### src/rtl/gap_expand_layer.sv
// Broadcast expander: one accepted word is scaled per channel and replayed OUTPUT_SIZE times; first word 1 cycle after accept.
// Backpressure: output word and count hold while ready_i is low; a new input is taken only in idle or on the final transfer.
module gap_expand_layer #(
    parameter int OUTPUT_SIZE  = 4,
    parameter int WORD_SIZE    = 16,
    parameter int N_SIZE       = 12,
    parameter int NUM_CHANNELS = 1,
    parameter int MULTIPLIER   = 1024
) (
    input  logic                              clk_i,
    input  logic                              reset_i,
    output logic                              ready_o,
    input  logic                              valid_i,
    input  logic [NUM_CHANNELS*WORD_SIZE-1:0] data_r_i,
    output logic                              valid_o,
    input  logic                              ready_i,
    output logic [NUM_CHANNELS*WORD_SIZE-1:0] data_r_o,
    output logic                              last_o
);

    localparam int CW = (OUTPUT_SIZE > 1) ? $clog2(OUTPUT_SIZE) : 1;
    localparam int DW = NUM_CHANNELS * WORD_SIZE;
    localparam int PW = 2 * WORD_SIZE;
    localparam logic [CW-1:0]               LAST_CNT = CW'(OUTPUT_SIZE - 1);
    localparam logic signed [WORD_SIZE-1:0] MULT     = WORD_SIZE'(MULTIPLIER);
    localparam logic signed [PW-1:0]        R_MAX    = {{(WORD_SIZE+1){1'b0}}, {(WORD_SIZE-1){1'b1}}};
    localparam logic signed [PW-1:0]        R_MIN    = {{(WORD_SIZE+1){1'b1}}, {(WORD_SIZE-1){1'b0}}};
    localparam logic [WORD_SIZE-1:0]        SAT_POS  = {1'b0, {(WORD_SIZE-1){1'b1}}};
    localparam logic [WORD_SIZE-1:0]        SAT_NEG  = {1'b1, {(WORD_SIZE-1){1'b0}}};

    typedef enum logic {
        eIDLE,
        eEMIT
    } state_e;

    state_e          state_q, state_d;
    logic [CW-1:0]   count_q, count_d;
    logic [DW-1:0]   data_q, data_d;
    logic [DW-1:0]   scaled;
    logic            last_w;
    logic            accept;
    logic            xfer;

    // Full-width signed product, floor shift back to Qm.n, then clamp per channel.
    for (genvar c = 0; c < NUM_CHANNELS; c++) begin : g_ch
        logic signed [PW-1:0] prod;
        logic signed [PW-1:0] shr;

        assign prod = PW'($signed(data_r_i[c*WORD_SIZE +: WORD_SIZE])) * PW'(MULT);
        assign shr  = prod >>> N_SIZE;
        assign scaled[c*WORD_SIZE +: WORD_SIZE] = (shr > R_MAX) ? SAT_POS :
                                                  (shr < R_MIN) ? SAT_NEG :
                                                  shr[WORD_SIZE-1:0];
    end

    assign last_w   = (state_q == eEMIT) && (count_q == LAST_CNT);
    assign ready_o  = (state_q == eIDLE) || (last_w && ready_i);
    assign accept   = valid_i && ready_o;
    assign xfer     = (state_q == eEMIT) && ready_i;
    assign valid_o  = (state_q == eEMIT);
    assign last_o   = last_w;
    assign data_r_o = data_q;

    always_comb begin
        state_d = state_q;
        count_d = count_q;
        data_d  = data_q;
        case (state_q)
            eIDLE: begin
                if (accept) begin
                    data_d  = scaled;
                    count_d = '0;
                    state_d = eEMIT;
                end
            end
            eEMIT: begin
                if (xfer) begin
                    if (count_q == LAST_CNT) begin
                        count_d = '0;
                        if (accept) begin
                            data_d = scaled;
                        end else begin
                            state_d = eIDLE;
                        end
                    end else begin
                        count_d = count_q + CW'(1);
                    end
                end
            end
            default: state_d = eIDLE;
        endcase
    end

    always_ff @(posedge clk_i or posedge reset_i) begin
        if (reset_i) begin
            state_q <= eIDLE;
            count_q <= '0;
            data_q  <= '0;
        end else begin
            state_q <= state_d;
            count_q <= count_d;
            data_q  <= data_d;
        end
    end

endmodule
### config.mk
export PLATFORM = sky130hd
export DESIGN_NAME = gap_expand_layer
export DESIGN_NICKNAME = d
export VERILOG_FILES = /design/src/rtl/gap_expand_layer.sv
export SDC_FILE = /design/constraint.sdc
export NUM_CORES = 1
export LEC_CHECK = 0
export BUFFER_PORTS_ARGS = -buffer_cell sky130_fd_sc_hd__buf_4
export CORE_MARGIN = 2
export CORE_UTILIZATION = 45
export DETAILED_ROUTE_END_ITERATION = 8
export PLACE_DENSITY = 0.74
export SETUP_SLACK_MARGIN = 0.4
export SYNTH_ARGS = -nofsm -noshare
export SYNTH_HDL_FRONTEND = slang
export SYNTH_SLANG_ARGS = --single-unit
### constraint.sdc
create_clock -name clk_i -period 1.64 [get_ports clk_i]
set_input_delay 0.328 -clock clk_i [delete_from_list [all_inputs] [get_ports clk_i]]
set_output_delay 0.328 -clock clk_i [all_outputs]
set_load 0.005 [all_outputs]
==> results.md <==
* Vias at 749
* Combinational share of power at 48.2%
* VDD IR max at 0.962 mV
* Most frequent cells in the layout: 41 x buf_4, 18 x dfrtp_1, 16 x inv_1
* Met1 usage at 24.2%
* Fill cells at 145
* Number of diodes at 0
* Initial antenna violation count at 0
* Global route hottest layer: met2
* Global routing usage on met3 at 3.40%
* Switch share at 31.0%
* Internal at 1.40 mW
* Layout Cells excl Fill at 148
* Final worst path period share at 95.3%
* Average vias per placed instance at 5.06
* Seq/Total Area, Yosys at 52.5%
* Sequential power share at 38.0%
* Crit path time final at 1560 ps
* First-pass GRT wire length at 2920 um
* Max-Cap Viols at 0
* Final Hold Viols at 0
* Final setup violation count at 0
* Clock network power share at 13.8%
* DRC viols at 0
* Detailed Route Iter0 Violations at 4
* CP Data Arrival Time at 1240 ps
* FF+latch count, synth at 18
* CTS buffer count at 3
* Hold crit path type: in -> async
* Synthesized Nets at 104
* Clk_lat worst skew at 300 ps
* Leak pwr at 0.649 nW
* CTS root buffer: clkbuf_4
* R2R cell count at 3
* Routed wire length at 1950 um
* HPWL Detailed at 1290 um
* Syn. warnings at 0
* Post-Synthesis Cells at 83
* Chip width at 47.7 um
* Slew margin rel. at 55.5%
* CP Cell Sequence: ha_4 -> a21boi_4 -> inv_2 -> buf_6
* Maximum clock path buffer count at 2
* Max Clk Rate at 640 MHz
* Yosys cell types at 19
* H-tree depth at 1
* Worst stage delay on the critical path at 430 ps
* Internal reg-to-reg setup slack at 300 ps
* Placer congestion estimate at 0.671
* Worst Path Max Fanout at 3
* RSZ-0062 raised after global routing: true
* Clock Skew at 17.0 ps
* Crit Path Category: reg -> out
* Clk sink count at 18
* Die Ht at 47.7 um
* Routed len/inst at 13.1 um
* Pin count of the biggest net entering global routing at 19
* Met2 usage at 30.3%
* CP required at 1310 ps
* Setup TNS at 0 ps
* Row cnt at 15
* Post-Syn Area at 858 um2
* Switch Pwr at 0.628 mW
* Worst Tran Pin Value at 667 ps
* CP endpoint kind: output port
* RR Endpoint: data_r_o[3]
* CTS tree: done
* Vias in the first global route at 692
* Layout cells sized above 1 at 48.8%
* I/O Buffers at 36
* Drt pass-1 iters at 4
* Boundary pin count at 39
* Cell count after placement at 141
* Die area at 2270 um2
* PwrDens at 1600 nW/um2
* Cts-stage hold buffer count at 0
* Slowest-stage cell, CP: dfrtp_1
* Commonest non-fill, non-tap cell in the layout: buf_4
* Core Region at 1760 um2
* Antenna Violating Nets Remaining at 0
* Effective utilization at floorplan at 48.7%
* Status: finished, final reports clean
* Post-synthesis area per instance at 10.3 um2
* Critical register-to-register path startpoint: count_q[1]
* Critical Path Start Type: flop
* Max Slew Vio Count at 0
* Clock slew at the register clock pins of the worst setup and hold paths at 120 ps
* Nets at 145
* Area delta synth->final at 47.2%
* Total grt overflow at 0
* Tot GR Track Use at 18.1%
state kept, by name, indices dropped and copies added (netlist names):
signal    cells
count_q       2
data_r_o     15
valid_o       1
worst max-delay path by stage:
| stage | depth (start not counted) | slack (ps) | from | to |
|---|---|---|---|---|
| 2_1_floorplan | 4 | 310 | count_q[1] | ready_o |
| 3_3_place_gp | 3 | 70 | valid_i | data_r_o[8] |
| 3_5_place_dp | 3 | 50 | valid_i | data_r_o[1] |
| 4_1_cts | 4 | 80 | count_q[1] | ready_o |
| 5_1_grt | 4 | 50 | count_q[1] | ready_o |
| 6_report | 4 | 80 | count_q[1] | ready_o |
power groups by stage:
| stage | sequential (mW) | clock, mW | combinational [mW] |
|---|---|---|---|
| 5_1_grt | 0.788 | 0.299 | 1.07 |
| 3_5_place_dp | 0.773 | 0 | 0.850 |
| 2_1_floorplan | 0.782 | 0 | 0.427 |
| 4_1_cts | 0.767 | 0.278 | 0.913 |
| 6_report | 0.768 | 0.279 | 0.977 |
| 3_3_place_gp | 0.762 | 0 | 0.834 |
final cells by class:
cell class	count	area (um2)	area share (%)
clock buffers	4	36.3	2.87
multi-input cells	41	352	27.8
inverters	17	63.8	5.05
flip-flops and latches	18	450	35.6
repair buffers	43	330	26.1
well taps	25	31.3	2.48
per-stage QoR:
stage	util, %	area, um2	power (mW)	hold WS (ps)	worst slack (ps)
global placement	64.9	1140	1.60	474	67.5
finish	71.6	1260	2.02	106	76.3
floorplan	-	875	1.21	267	313
global route	71.6	1260	2.16	186	45.5
detailed placement	64.9	1140	1.62	474	50.2
CTS	69.4	1220	1.96	144	83.5
synthesized netlist by cell type:
master / count / area share, %
nand2_1: 15 / 6.6
dfrtp_1: 18 / 52
o32ai_1: 14 / 14
buf_4: 1 / 0.87
and3_1: 1 / 0.73
mux2i_1: 1 / 1.2
or2_2: 1 / 0.73
and2_1: 1 / 0.73
a22o_1: 1 / 1.0
clkbuf_1: 1 / 0.44
inv_1: 17 / 7.4
ha_1: 1 / 1.5
nor2_1: 1 / 0.44
a21boi_2: 1 / 1.3
o32ai_2: 1 / 1.9
mux2_2: 2 / 2.6
buf_6: 3 / 3.9
buf_2: 2 / 1.2
nor2b_1: 1 / 0.73
critical path, delay by kind of cell, from the launching register on:
kind,cells,cell delay (ps)
buf+inv,2,160
fa+ha+maj,1,190
flops,1,430
compound gates,1,160
logic make-up (layout without fill, tap and decap cells):
family / Yosys count / count (layout) / synth area share (%)
AO/OA/AOI/OAI: 17 / 17 / 18.5
adder cells (fa/ha/maj): 1 / 1 / 1.46
buffers and inverters: 24 / 64 / 13.8
flip-flops: 18 / 18 / 52.5
multiplexers: 3 / 3 / 3.79
AND/OR/NAND/NOR: 20 / 20 / 9.91
what timing repair did:
action	4_1_cts	5_1_grt
cloned	0	0
buffers inserted	3	0
setup endpoints to repair	20	20
pin swaps	3	0
gates resized for setup	5	6
layer usage:
layer	part of all wire, %	vias to the layer above
li1	-	363
met1	46	362
met2	49	20
met3	4.5	4
met4	1.1	0
met5	0	-
(Power assumes the default switching activity.)
